==> src/rtl/tap_sched_pkg.sv <==
// Shared types and helpers for the divider tap-select controller.
package tap_sched_pkg;

  typedef enum logic [1:0] {
    MANUAL     = 2'd0,
    SWEEP_UP   = 2'd1,
    SWEEP_DOWN = 2'd2
  } state_t;

  function automatic int tap_width(input int n);
    return $clog2(n + 1);
  endfunction

endpackage

==> src/rtl/tap_sched_rise.sv <==
// Registered rising-edge detector: the output is high in the cycle where the input is high
// and the previous sample was low. The previous sample resets to 0.
module rise_detect (
  input  logic clk,
  input  logic rst_n,
  input  logic d_i,
  output logic rise_o
);

  logic r_prev;

  always_ff @(posedge clk or negedge rst_n) begin
    if (!rst_n) r_prev <= 1'b0;
    else        r_prev <= d_i;
  end

  assign rise_o = d_i & ~r_prev;

endmodule

==> src/rtl/tap_sched.sv <==
// Divider tap select: manual plus/minus stepping or a ping-pong sweep with a programmable dwell.
// Optional hold-to-repeat in manual mode is enabled by defining TAP_SCHED_AUTOREPEAT_EN.
module tap_sched
  import tap_sched_pkg::*;
#(
  parameter int SIZE        = 24,
  parameter int DWELL_W     = 16,
  parameter int REPEAT_DLY  = 2**20,
  parameter int REPEAT_RATE = 2**18,
  localparam int TW         = tap_width(SIZE)
) (
  input  logic               clk,
  input  logic               rst_i,
  input  logic               plus_i,
  input  logic               minus_i,
  input  logic               mode_i,
  input  logic [DWELL_W-1:0] dwell_i,
  output logic [TW-1:0]      tap_o,
  output logic               step_o,
  output logic               sweep_o,
  output logic               dir_o
);

  localparam logic [TW-1:0] TAP_MAX = TW'(SIZE);

  state_t             r_state, w_state_nxt;
  logic [TW-1:0]      r_tap, w_tap_nxt;
  logic [DWELL_W-1:0] r_cnt, w_cnt_nxt;
  logic               r_step;

  logic w_plus_rise, w_minus_rise, w_mode_rise;
  logic w_rep_up, w_rep_dn;
  logic w_up, w_dn, w_term;
  logic [DWELL_W-1:0] w_dwell_m1;

  rise_detect u_rise_plus  (.clk(clk), .rst_n(rst_i), .d_i(plus_i),  .rise_o(w_plus_rise));
  rise_detect u_rise_minus (.clk(clk), .rst_n(rst_i), .d_i(minus_i), .rise_o(w_minus_rise));
  rise_detect u_rise_mode  (.clk(clk), .rst_n(rst_i), .d_i(mode_i),  .rise_o(w_mode_rise));

`ifdef TAP_SCHED_AUTOREPEAT_EN
  logic        r_hold_act;
  logic [31:0] r_hold;
  logic        w_hold, w_rep_fire;

  // Counting starts on the edge where exactly one button becomes held.
  assign w_hold     = (r_state == MANUAL) && !w_mode_rise && (plus_i ^ minus_i);
  assign w_rep_fire = w_hold && r_hold_act && (r_hold == '0);
  assign w_rep_up   = w_rep_fire & plus_i;
  assign w_rep_dn   = w_rep_fire & minus_i;

  always_ff @(posedge clk or negedge rst_i) begin
    if (!rst_i) begin
      r_hold_act <= 1'b0;
      r_hold     <= '0;
    end else if (!w_hold) begin
      r_hold_act <= 1'b0;
      r_hold     <= '0;
    end else if (!r_hold_act) begin
      r_hold_act <= 1'b1;
      r_hold     <= 32'(REPEAT_DLY - 1);
    end else if (r_hold == '0) begin
      r_hold     <= 32'(REPEAT_RATE - 1);
    end else begin
      r_hold     <= r_hold - 32'd1;
    end
  end
`else
  assign w_rep_up = 1'b0;
  assign w_rep_dn = 1'b0;
`endif

  assign w_dwell_m1 = (dwell_i == '0) ? '0 : dwell_i - 1'b1;
  assign w_term     = (r_cnt >= w_dwell_m1);
  assign w_up       = (w_plus_rise & ~w_minus_rise) | w_rep_up;
  assign w_dn       = (w_minus_rise & ~w_plus_rise) | w_rep_dn;

  always_comb begin
    w_state_nxt = r_state;
    w_tap_nxt   = r_tap;
    w_cnt_nxt   = r_cnt;
    case (r_state)
      MANUAL: begin
        if (w_mode_rise) begin
          w_state_nxt = (r_tap < TAP_MAX) ? SWEEP_UP : SWEEP_DOWN;
          w_cnt_nxt   = '0;
        end else if (w_up && (r_tap != TAP_MAX)) begin
          w_tap_nxt = r_tap + 1'b1;
        end else if (w_dn && (r_tap != '0)) begin
          w_tap_nxt = r_tap - 1'b1;
        end
      end
      SWEEP_UP: begin
        if (w_mode_rise) begin
          w_state_nxt = MANUAL;
          w_cnt_nxt   = '0;
        end else if (w_term) begin
          w_cnt_nxt = '0;
          // At the top endpoint the turn-around step is taken immediately.
          if (r_tap == TAP_MAX) begin
            w_tap_nxt   = TAP_MAX - 1'b1;
            w_state_nxt = SWEEP_DOWN;
          end else begin
            w_tap_nxt = r_tap + 1'b1;
          end
        end else begin
          w_cnt_nxt = r_cnt + 1'b1;
        end
      end
      SWEEP_DOWN: begin
        if (w_mode_rise) begin
          w_state_nxt = MANUAL;
          w_cnt_nxt   = '0;
        end else if (w_term) begin
          w_cnt_nxt = '0;
          if (r_tap == '0) begin
            w_tap_nxt   = TW'(1);
            w_state_nxt = SWEEP_UP;
          end else begin
            w_tap_nxt = r_tap - 1'b1;
          end
        end else begin
          w_cnt_nxt = r_cnt + 1'b1;
        end
      end
      default: begin
        w_state_nxt = MANUAL;
        w_cnt_nxt   = '0;
      end
    endcase
  end

  always_ff @(posedge clk or negedge rst_i) begin
    if (!rst_i) begin
      r_state <= MANUAL;
      r_tap   <= '0;
      r_cnt   <= '0;
      r_step  <= 1'b0;
    end else begin
      r_state <= w_state_nxt;
      r_tap   <= w_tap_nxt;
      r_cnt   <= w_cnt_nxt;
      r_step  <= (w_tap_nxt != r_tap);
    end
  end

  assign tap_o   = r_tap;
  assign step_o  = r_step;
  assign sweep_o = (r_state != MANUAL);
  assign dir_o   = (r_state == SWEEP_UP);

endmodule

==> config.mk <==
export PLATFORM = sky130hd
export DESIGN_NAME = tap_sched
export DESIGN_NICKNAME = d
export VERILOG_FILES = /design/src/rtl/tap_sched_pkg.sv /design/src/rtl/tap_sched_rise.sv /design/src/rtl/tap_sched.sv
export SDC_FILE = /design/constraint.sdc
export NUM_CORES = 1
export LEC_CHECK = 0
export CAP_MARGIN = 20
export CORE_ASPECT_RATIO = 1.75
export CORE_MARGIN = 2
export CORE_UTILIZATION = 62
export CTS_CLUSTER_SIZE = 30
export DETAILED_ROUTE_END_ITERATION = 7
export PLACE_DENSITY = 0.86
export SYNTH_ARGS = -nofsm -noshare
export SYNTH_HDL_FRONTEND = slang
export SYNTH_SLANG_ARGS = --single-unit
==> constraint.sdc <==
create_clock -name clk -period 5.7 [get_ports clk]
set_clock_uncertainty 0.1 [all_clocks]
set_input_delay 0.57 -clock clk [delete_from_list [all_inputs] [get_ports clk]]
set_output_delay 0.57 -clock clk [all_outputs]
set_load 0.01 [all_outputs]
### Word level (Yosys, flattened, before mapping)

Cells that the tools add are included.

* add/subtract/negate cells: 4
* $lt $le $gt $ge: 2
* equal/unequal tests: 10
* multiplexer cells: 24
* bitwise gates (word level): 10
* reduce and logical (&&, ||, !) cells: 9

Operators with widths (count)
* $mux 16: 4
* $mux 5: 9
* $pmux 16 s2: 1
* $add 16x1->16 const B: 1
* $ge 16x16->1: 1
* $logic_not 16->1: 1
* $mux 2: 8
* $sub 16x1->16 const B: 1
* $pmux 5 s3: 1
* $ne 3x1->1 const B: 2
* $ne 3x2->1 const B: 2
* $pmux 2 s3: 1
* $add 5x1->5 const B: 1
* $and 1x1->1: 5
* $eq 5x5->1 const B: 1
* $logic_not 5->1: 1
* $lt 5x5->1 const B: 1
* $ne 5x5->1: 1
* $ne 5x5->1 const B: 1
* $not 1->1: 5
* $reduce_and 5->1: 1
* $reduce_bool 5->1: 1
* $sub 5x1->5 const B: 1
* $eq 2x1->1 const B: 1
* 6 further kinds: 7

* register bits after elaboration: 27
* input bits: 21
* output and inout port bits: 8
* logic and storage cells: 66

### Depth between registers and ports, before layout

Gate-level depths: netlist of run 1.

* depth after elaboration: 10
* gate-level depth with buffers: 17
* gate-level depth less buffers: 15

### Hierarchy

From an unflattened synthesis of run 1, not the netlist that was laid out.

* cell total of the unflattened synthesis: 354
* area, all modules: 2802.7 um^2

Modules (own cells, without submodules)
* tap_sched: instances 1, cells an instance 348, area an instance 2686.3 um^2, seq. area each 600.6 um^2
* rise_detect: instances 3, cells an instance 2, area an instance 38.8 um^2, seq. area each 25.0 um^2

### Worst setup path after synthesis of run 1

Ideal clock, no wire load.

* path type: input -> register
* start point: input port dwell_i[6]
* end point: register r_state[1]
* setup time: 73 ps
* arrival: 3956 ps
* data required time: 5527 ps
* path slack: 1571 ps
* stages: 16
* buffers on the path: 2
* cells stage by stage: or4_1 -> nor4_1 -> nand2b_1 -> nor2_1 -> nand4_1 -> clkbuf_1 -> nand2_1 -> ha_1 -> and4_4 -> nand2_1 -> or4_1 -> buf_2 -> a31oi_2 -> o221ai_2 -> mux2_4 -> a21oi_2

* word-level cells in the longest chain between the ends: 5
* elaborated cells between the ends (all ways): 7
* classes of those cells: add/sub: 1; order compare: 1; eq/ne: 2; mux: 1; reduce/logical: 2

RTL lines
* start, declared: line tap_sched.sv:17 `input logic [DWELL_W-1:0] dwell_i,`
* $sub 16x1->16 or $logic_not 16->1 (tied branches): line tap_sched.sv:72 `assign w_dwell_m1 = (dwell_i == '0) ? '0 : dwell_i - 1'b1;`
* $mux 16 *: line tap_sched.sv:72
* $ge 16x16->1 *: line tap_sched.sv:73 `assign w_term = (r_cnt >= w_dwell_m1);`
* $ne 3x2->1 (no source line) or $ne 3x1->1 (tied branches)
* $reduce_and 5->1 (no source line) *
* end signal, assigned: line tap_sched.sv:139 `r_state <= w_state_nxt;`
* end, declared: line tap_sched.sv:26 `state_t r_state, w_state_nxt;`

Every way passes the cells marked *; elsewhere a longest branch is shown, timed or not.
A chain may end at the register's enable or synchronous reset.

### Worst setup path after layout of run 1

* start point: input port dwell_i[6]
* end point: register r_cnt[13]

* word-level cells in the longest chain between the ends: 6
* elaborated cells between the ends (all ways): 7
* classes of those cells: add/sub: 1; order compare: 1; mux: 4; reduce/logical: 1

RTL lines
* $sub 16x1->16 or $logic_not 16->1 (tied branches): line tap_sched.sv:72
* $mux 16 *: line tap_sched.sv:72
* $ge 16x16->1 *: line tap_sched.sv:73
* $mux 16 *: line tap_sched.sv:96, tap_sched.sv:113
* $mux 16 *: line tap_sched.sv:110 `if (w_mode_rise) begin`
* $pmux 16 s2 *: line tap_sched.sv:81 `case (r_state)`
* end signal, assigned: line tap_sched.sv:141 `r_cnt <= w_cnt_nxt;`
* end, declared: line tap_sched.sv:28 `logic [DWELL_W-1:0] r_cnt, w_cnt_nxt;`

Marked as above.

==> results_tabular.tex, run 1 <==
\begin{tabular}{lr}
\hline
Metric & Value \\
\hline
\multicolumn{2}{l}{\textbf{Critical path}} \\
\quad Critical path launch point type & primary input \\
\quad Highest fanout seen on the critical path & 15 \\
\quad Register-to-Register Path Depth & 9 \\
\quad Worst reg2reg setup slack & 2.55 ns \\
\quad Critical path launch point & dwell\_i[6] \\
\quad Worst R2R End & tap\_o[2] \\
\quad Critical path required time & 5.81 ns \\
\quad Critical Setup Path Class & primary input to flip-flop \\
\quad Crit path arrival time & 5.13 ns \\
\quad Worst setup EP type & flip-flop \\
\quad Critical Path Sink & r\_cnt[13] \\
\quad R2r startpoint & tap\_o[0] \\
\multicolumn{2}{l}{\textbf{Timing}} \\
\quad Fin. Hold Viols & 0 \\
\quad Share of the clock period used by the worst path & 88.11\% \\
\quad Min setup slack post-route & 0.6776 ns \\
\quad Worst slew slack as a fraction of its limit & 58.63\% \\
\quad Max Slew Vio Count & 0 \\
\quad Max Clock Freq & 0.1991 GHz \\
\quad Tmin final & 5.022 ns \\
\quad Final count of negative-setup-slack endpoints & 0 \\
\quad Unrepaired setup endpoints after global routing & no \\
\quad Tightest Pin Transition & 0.6193 ns \\
\quad Post-route setup TNS & 0 ns \\
\multicolumn{2}{l}{\textbf{Synthesis}} \\
\quad Number of flops mapped to enable cells by yosys & 0 \\
\quad Portion of synthesized cell area occupied by the leading cell type & 24.24\% \\
\quad Net count of the mapped netlist & 410 \\
\quad Register bit count reported by yosys & 27 \\
\quad Post-Synthesis Cell Area & 0.002788 mm\^{}2 \\
\quad Area leader, netlist & dfrtp\_1 \\
\quad Most used flip-flop cell after synthesis & dfrtp\_1 \\
\quad Unique masters post-synth & 61 \\
\quad Cell count after synthesis & 363 \\
\quad Proportion of synthesized chip area in sequential cells & 24.24\% \\
\quad Yosys warnings & 0 \\
\quad Most area-consuming cells after synthesis & dfrtp\_1 24\%, ha\_1 12\%, nand2\_1 6.3\% \\
\quad Synthesized area per cell & 7.680 um\^{}2 \\
\quad Share of flip-flops with an asynchronous set or reset after synthesis & 100.0\% \\
\multicolumn{2}{l}{\textbf{GRT}} \\
\quad Total track usage & 32.27\% \\
\quad Antenna violations before repair & 0 \\
\quad Wire length of the first global-routing pass & 12290 um \\
\quad Aggregate global routing overflow & 0 \\
\quad Vias in the first global route & 2854 \\
\quad Largest net degree at the start of global routing & 28 \\
\multicolumn{2}{l}{\textbf{Final layout}} \\
\quad Leading cell type in the layout, fill and taps excluded & nand2\_1 \\
\quad Final std cells w/o fill & 431 \\
\quad Share of cells above drive strength 1 & 5.000\% \\
\quad Net count, final & 428 \\
\quad Syn-to-layout area delta & 11.80\% \\
\quad Count of antenna diodes in the layout & 0 \\
\quad Final design area excluding fillers & 0.003117 mm\^{}2 \\
\quad Commonest non-fill, non-tap cells in the layout & 47 x nand2\_1, 31 x o21ai\_0, 28 x clkdlybuf4s50\_1, 27 x dfrtp\_1, 26 x ha\_1 \\
\multicolumn{2}{l}{\textbf{Power and ir drop}} \\
\quad Design Power & 1.067 mW \\
\quad Pleak & 1.330 nW \\
\quad Worst IR drop on VDD & 0.2363 mV \\
\quad Total power divided by cell area & 342.3 mW/mm\^{}2 \\
\multicolumn{2}{l}{\textbf{Clocking}} \\
\quad Clock tree from TritonCTS & yes \\
\quad Setup bufs post-CTS & 0 \\
\quad Maximum count of clock buffers along a single path & 2 \\
\quad TritonCTS Sinks & 27 \\
\quad Cell at the root of the clock tree & clkbuf\_8 \\
\quad Number of H-tree levels & 1 \\
\quad Post-cts gate resize count & 0 \\
\quad Latest clock arrival within the worst-skew pair & 0.27 ns \\
\quad Cts hold-fix bufs & 0 \\
\quad TritonCTS buffer count & 3 \\
\quad Worst-path clk slew & 0.09 ns \\
\multicolumn{2}{l}{\textbf{Drt}} \\
\quad Average routed wire per standard cell & 17.32 um \\
\quad Antenna violation net count after detailed routing & 0 \\
\quad Detailed-routing iteration count for the pre-antenna-repair pass & 4 \\
\quad Number of remaining DRC errors & 0 \\
\quad Total number of vias & 2940 \\
\quad DRT iter0 DRCs & 101 \\
\quad Detailed Route WL & 7463 um \\
\quad Mean number of vias per cell & 6.821 \\
\multicolumn{2}{l}{\textbf{Die}} \\
\quad Width of the die & 54.69 um \\
\quad Full die area & 0.005070 mm\^{}2 \\
\quad Number of top-level pins & 29 \\
\quad Floorplan die height & 92.71 um \\
\quad Area of the core & 0.004364 mm\^{}2 \\
\quad Initial core utilization & 63.88\% \\
\quad FP Rows & 32 \\
\multicolumn{2}{l}{\textbf{Job}} \\
\quad Max-cap viol count & 0 \\
\multicolumn{2}{l}{\textbf{Placed design}} \\
\quad Gp weighted congestion & 0.8856 \\
\quad Half-perimeter wire length after detailed placement & 5945 um \\
\quad Buffers on Ports & 28 \\
\quad Cell total after placement & 427 \\
\quad Placement Setup Slack & 0.3151 ns \\
\quad Placed standard-cell area & 0.003065 mm\^{}2 \\
\multicolumn{2}{l}{\textbf{Outcome}} \\
\quad Result of the run & completed \\
\multicolumn{2}{l}{\textbf{Min path}} \\
\quad Instance count along the most critical hold path & 1 \\
\quad Class of the worst hold path & flip-flop to flip-flop \\
\hline
\end{tabular}
## report_power, final
| part | switching (mW) | total [mW] | internal (mW) |
|---|---|---|---|
| registers | 0.0713 | 0.293 | 0.221 |
| clock network | 0.0601 | 0.109 | 0.0491 |
| logic | 0.392 | 0.665 | 0.273 |
## worst min-delay path by stage
stage | endpoint | start | slack (ns)
after floorplan | r_cnt[0] | rst_i | 0.17
after global placement | r_cnt[15] | r_cnt[15] | 0.39
after detailed placement | r_cnt[15] | r_cnt[15] | 0.41
after CTS | r_cnt[15] | r_cnt[15] | 0.42
after global routing | r_cnt[15] | r_cnt[15] | 0.46
final | r_cnt[15] | r_cnt[15] | 0.41
## synth_stat cells, types with 5 or more instances
master and count:
nor2_1 23, xor2_1 10, nand2_1 47, dfrtp_1 27
ha_1 26, and3_1 6, buf_2 5, nand2b_1 8
o21ai_1 12, clkbuf_1 10, nand3_1 15, a21oi_1 22
o21ai_0 31, inv_1 15, nor4_1 5, nand4_1 9
a31oi_1 5, nor3_1 9
## through the flow
stage / hold slack [ns] / util, %
6_report: 0.4120 / 71.42
5_1_grt: 0.4560 / 71.42
4_1_cts: 0.4189 / 71.30
3_5_place_dp: 0.4079 / 70.24
3_3_place_gp: 0.3895 / 70.24
2_1_floorplan: 0.1744 / -
## metal layers
metal	global-route usage, %	vias to the layer above	share of wire [%]
met5	0	-	0
met4	17.50	0	5.7
met3	1.452	45	3.8
met2	60.91	125	57
met1	32.09	1394	34
li1	-	1376	-
## final cells by class
class	count	area, um^2
Tap cell	51	63.81
Timing Repair Buffer	30	295.3
Inverter	15	56.30
Fill cell	350	1247
Clock inverter	1	5.005
Sequential cell	27	675.6
Clock buffer	3	41.29
Multi-Input combinational cell	304	1979
## registers in the layout (all words and copies together) (netlist names)
register,cells
r_cnt,16
tap_o,5
r_state,2
step_o,1
u_rise_minus.r_prev,1
u_rise_mode.r_prev,1
u_rise_plus.r_prev,1
## worst max-delay path, stage by stage
cell             delay (ns)
clkdlybuf4s50_1        0.48
or4_1                  0.62
nor4_1                 0.26
nand2b_1               0.12
nor2_1                 0.18
nand4_1                0.30
and2_1                 0.28
ha_1                   0.25
nand2b_1               0.13
a2111oi_0              0.50
or4_1                  0.33
nand4_1                0.48
or3_1                  0.53
o21ai_1                0.08
## cell families (layout without fill, tap and decap cells)
group           Yosys count  after routing  share of synthesized area, %
mux                       4              4                         1.616
buf+inv                  32             49                         4.937
compound gates          105            105                         23.74
fa+ha+maj                26             26                         11.67
xor+xnor                 14             14                         4.398
flops                    27             27                         24.24
simple gates            155            155                         29.40
Note: power is estimated with default switching activity, not from simulation.
==> run 2: changes to the inputs <==
--- a/config.mk
+++ b/config.mk
@@ -8,10 +8,10 @@
 export CAP_MARGIN = 20
 export CORE_ASPECT_RATIO = 1.75
 export CORE_MARGIN = 2
-export CORE_UTILIZATION = 62
+export CORE_UTILIZATION = 58
 export CTS_CLUSTER_SIZE = 30
 export DETAILED_ROUTE_END_ITERATION = 7
-export PLACE_DENSITY = 0.86
+export PLACE_DENSITY = 0.81
 export SYNTH_ARGS = -nofsm -noshare
 export SYNTH_HDL_FRONTEND = slang
 export SYNTH_SLANG_ARGS = --single-unit
==> constraint.sdc (replaced) <==
create_clock -name clk -period 4.93 [get_ports clk]
set_clock_uncertainty 0.1 [all_clocks]
set_input_delay 0.493 -clock clk [delete_from_list [all_inputs] [get_ports clk]]
set_output_delay 0.493 -clock clk [all_outputs]
set_load 0.01 [all_outputs]
==> run 2 against run 1 <==
Against the previous run: first-iteration DRC count is 66% higher; wire length is 2.7% lower; setup slack worse by 0.35 ns; power is 16% higher; core utilization is 3.6 points lower; sequential cell count stayed put; combinational power is 15% higher; largest cell class unchanged; register-to-register slack worse by 0.85 ns.
==> results_tabular.tex, run 2 (synthesis results as in run 1) <==
\begin{tabular}{lr}
\hline
Metric & Value \\
\hline
\multicolumn{2}{l}{\textbf{Power and ir drop}} \\
\quad Combinational cell fraction of total power & 62.1\% (-0.2 points) \\
\quad Sw Share & 48.51\% (-0.50 points) \\
\quad Design Power & 1.236 mW (+16\%) \\
\quad Proportion of power drawn by the clock network & 10.7\% (+0.5 points) \\
\quad Pleak & 1.346 nW (+1.2\%) \\
\quad Relative contribution of sequential cells to total power & 27.2\% (-0.2 points) \\
\quad Worst IR drop on VDD & 0.2983 mV (+26\%) \\
\quad Switching power total & 599.4 uW (+15\%) \\
\quad Total power divided by cell area & 390.6 mW/mm\^{}2 (+14\%) \\
\quad Cell-internal power & 636.1 uW (+17\%) \\
\multicolumn{2}{l}{\textbf{Placed design}} \\
\quad Buffers on Ports & 28 (unchanged) \\
\quad Gp weighted congestion & 0.9844 (+11\%) \\
\quad Half-perimeter wire length after detailed placement & 5758 um (-3.2\%) \\
\multicolumn{2}{l}{\textbf{Outcome}} \\
\quad Result of the run & completed \\
\multicolumn{2}{l}{\textbf{Die}} \\
\quad Initial core utilization & 59.75\% (-4.1 points) \\
\quad Area of the core & 0.004666 mm\^{}2 (+6.9\%) \\
\quad Width of the die & 56.41 um (+3.1\%) \\
\quad Floorplan die height & 95.71 um (+3.2\%) \\
\quad FP Rows & 33 (+3.1\%) \\
\quad Full die area & 0.005399 mm\^{}2 (+6.5\%) \\
\quad Number of top-level pins & 29 (unchanged) \\
\multicolumn{2}{l}{\textbf{Clocking}} \\
\quad Cts hold-fix bufs & 0 (unchanged) \\
\quad Setup bufs post-CTS & 0 (unchanged) \\
\quad Worst-path clk slew & 0.10 ns (about the same) \\
\quad Latest clock arrival within the worst-skew pair & 0.28 ns (about the same) \\
\quad Cell at the root of the clock tree & clkbuf\_8 \\
\quad Clock tree from TritonCTS & yes \\
\quad TritonCTS buffer count & 3 (unchanged) \\
\quad Maximum count of clock buffers along a single path & 2 (unchanged) \\
\quad Number of H-tree levels & 1 (unchanged) \\
\quad TritonCTS Sinks & 27 (unchanged) \\
\quad Post-cts gate resize count & 0 (unchanged) \\
\multicolumn{2}{l}{\textbf{Critical path}} \\
\quad Cells along the critical path & clkdlybuf4s50\_1, or4\_1, nor4\_2, nand2b\_1, nor2\_1, nand4\_1, and2\_1, ha\_1, nand2b\_1, a2111oi\_0, nor4\_1, o31ai\_1, a221oi\_1, a221oi\_1, nand4b\_1 \\
\quad Critical Setup Path Class & primary input to flip-flop \\
\quad Crit path arrival time & 4.65 ns (-0.48 ns) \\
\quad Total stage count of the critical path & 15 (+1) \\
\quad R2r startpoint & tap\_o[0] \\
\quad Count of buffering cells on the critical path with inverters included & 1 (unchanged) \\
\quad Worst reg2reg setup slack & 1.70 ns (-0.85 ns) \\
\quad Critical path launch point type & primary input \\
\quad Critical path's slowest cell & or4\_1 \\
\quad Worst R2R End & step\_o \\
\quad Critical Path Sink & step\_o \\
\quad Critical path required time & 4.98 ns (-0.83 ns) \\
\quad Crit-path leading delay family & simple AND/OR/NAND/NOR gates \\
\quad Register-to-Register Path Depth & 9 (unchanged) \\
\quad Critical path launch point & dwell\_i[7] \\
\quad Highest fanout seen on the critical path & 4 (-11) \\
\quad Worst stage delay on the critical path & 0.61 ns (about the same) \\
\quad Worst setup EP type & flip-flop \\
\multicolumn{2}{l}{\textbf{Final layout}} \\
\quad Leading cell type in the layout, fill and taps excluded & nand2\_1 \\
\quad Largest reg by FF count & r\_cnt \\
\quad Largest register FFs & 16 (unchanged) \\
\quad Share of cells above drive strength 1 & 6.510\% (+1.5 points) \\
\quad Commonest non-fill, non-tap cells in the layout & 47 x nand2\_1, 31 x o21ai\_0, 28 x clkdlybuf4s50\_1, 27 x dfrtp\_1, 26 x ha\_1 \\
\quad Layout filler cell count & 397 (+13\%) \\
\quad Count of antenna diodes in the layout & 0 (unchanged) \\
\quad Core utilization of the finished layout & 67.79\% (-3.6 points) \\
\quad Net count, final & 432 (+0.93\%) \\
\quad Syn-to-layout area delta & 13.46\% \\
\multicolumn{2}{l}{\textbf{Drt}} \\
\quad Met2 routed WL & 4084 um (-3.3\%) \\
\quad Total length of routed met3 wires & 268 um (-5.0\%) \\
\quad Number of remaining DRC errors & 0 (unchanged) \\
\quad Met1 layer wirelength in the final routing & 2599 um (+2.5\%) \\
\quad Average routed wire per standard cell & 16.65 um (-3.8\%) \\
\quad Antenna violation net count after detailed routing & 0 (unchanged) \\
\quad Detailed-routing iteration count for the pre-antenna-repair pass & 5 (+1) \\
\quad Total number of vias & 2839 (-3.4\%) \\
\quad Detailed Route WL & 7260 um (-2.7\%) \\
\quad Top Layer Used & met4 \\
\quad Mean number of vias per cell & 6.511 (-4.5\%) \\
\quad DRT iter0 DRCs & 168 (+66\%) \\
\multicolumn{2}{l}{\textbf{Timing}} \\
\quad Max Slew Vio Count & 0 (unchanged) \\
\quad Share of the clock period used by the worst path & 93.37\% \\
\quad Final count of negative-setup-slack endpoints & 0 (unchanged) \\
\quad Unrepaired setup endpoints after global routing & no \\
\quad Tmin final & 4.603 ns \\
\quad Tightest Pin Transition & 0.6476 ns (+0.02834 ns) \\
\quad Worst slew slack as a fraction of its limit & 55.71\% (-2.9 points) \\
\quad Max Clock Freq & 0.2172 GHz \\
\quad Fin. Hold Viols & 0 (unchanged) \\
\multicolumn{2}{l}{\textbf{GRT}} \\
\quad Antenna violations before repair & 0 (unchanged) \\
\quad Total track usage & 27.89\% (-4.4 points) \\
\quad Wire length of the first global-routing pass & 12040 um (-2.0\%) \\
\quad Largest net degree at the start of global routing & 28 (unchanged) \\
\quad Aggregate global routing overflow & 0 (unchanged) \\
\quad Vias in the first global route & 2740 (-4.0\%) \\
\multicolumn{2}{l}{\textbf{Min path}} \\
\quad Class of the worst hold path & flip-flop to flip-flop \\
\multicolumn{2}{l}{\textbf{Job}} \\
\quad Max-cap viol count & 0 (unchanged) \\
\hline
\end{tabular}
## run 2: worst min-delay path by stage
stage               startpoint        end  slack (ns)  depth (start not counted)
finish               r_cnt[15]  r_cnt[15]        0.43                          1
global route         r_cnt[15]  r_cnt[15]        0.45                          1
CTS                  r_cnt[15]  r_cnt[15]        0.43                          1
detailed placement   r_cnt[15]  r_cnt[15]        0.41                          1
global placement      r_cnt[7]   r_cnt[7]        0.40                          1
floorplan                rst_i   r_cnt[0]         0.1                          0
## run 2: layout make-up
cell class / instances / area [um^2] / share of cell area, %
Clock buffer: 3 / 41.29 / 1.305
Clock inverter: 1 / 7.507 / 0.2373
Inverter: 15 / 56.30 / 1.780
Multi-Input combinational cell: 304 / 1992 / 62.97
Sequential cell: 27 / 675.6 / 21.36
Tap cell: 52 / 65.06 / 2.057
Timing Repair Buffer: 34 / 325.3 / 10.28
## run 2: per-layer routing
metal,up-vias,global-route usage (%)
met5,-,0
met4,0,16.27
met3,28,1.882
met2,107,55.00
met1,1325,28.13
li1,1379,-
## run 2: stage by stage
step,hold WS [ns],TNS [ns],cells,instance area (um^2),setup WS (ns)
finish,0.4297,0,436,3163,0.3269
detailed placement,0.4106,-0.1256,432,3097,-0.1256
floorplan,0.09741,0,363,2788,0.8782
global route,0.4493,0,436,3163,0.02051
CTS,0.4262,0,436,3146,0.1807
global placement,0.4021,-0.03067,432,3097,-0.03067
## run 2: power by group through the flow
| stage | logic (mW) | registers [mW] | clock network, mW |
|---|---|---|---|
| final | 0.767 | 0.336 | 0.133 |
| after floorplan | 0.559 | 0.303 | 0 |
| after global routing | 0.847 | 0.345 | 0.145 |
| after detailed placement | 0.754 | 0.337 | 0 |
| after CTS | 0.757 | 0.333 | 0.136 |
| after global placement | 0.750 | 0.335 | 0 |
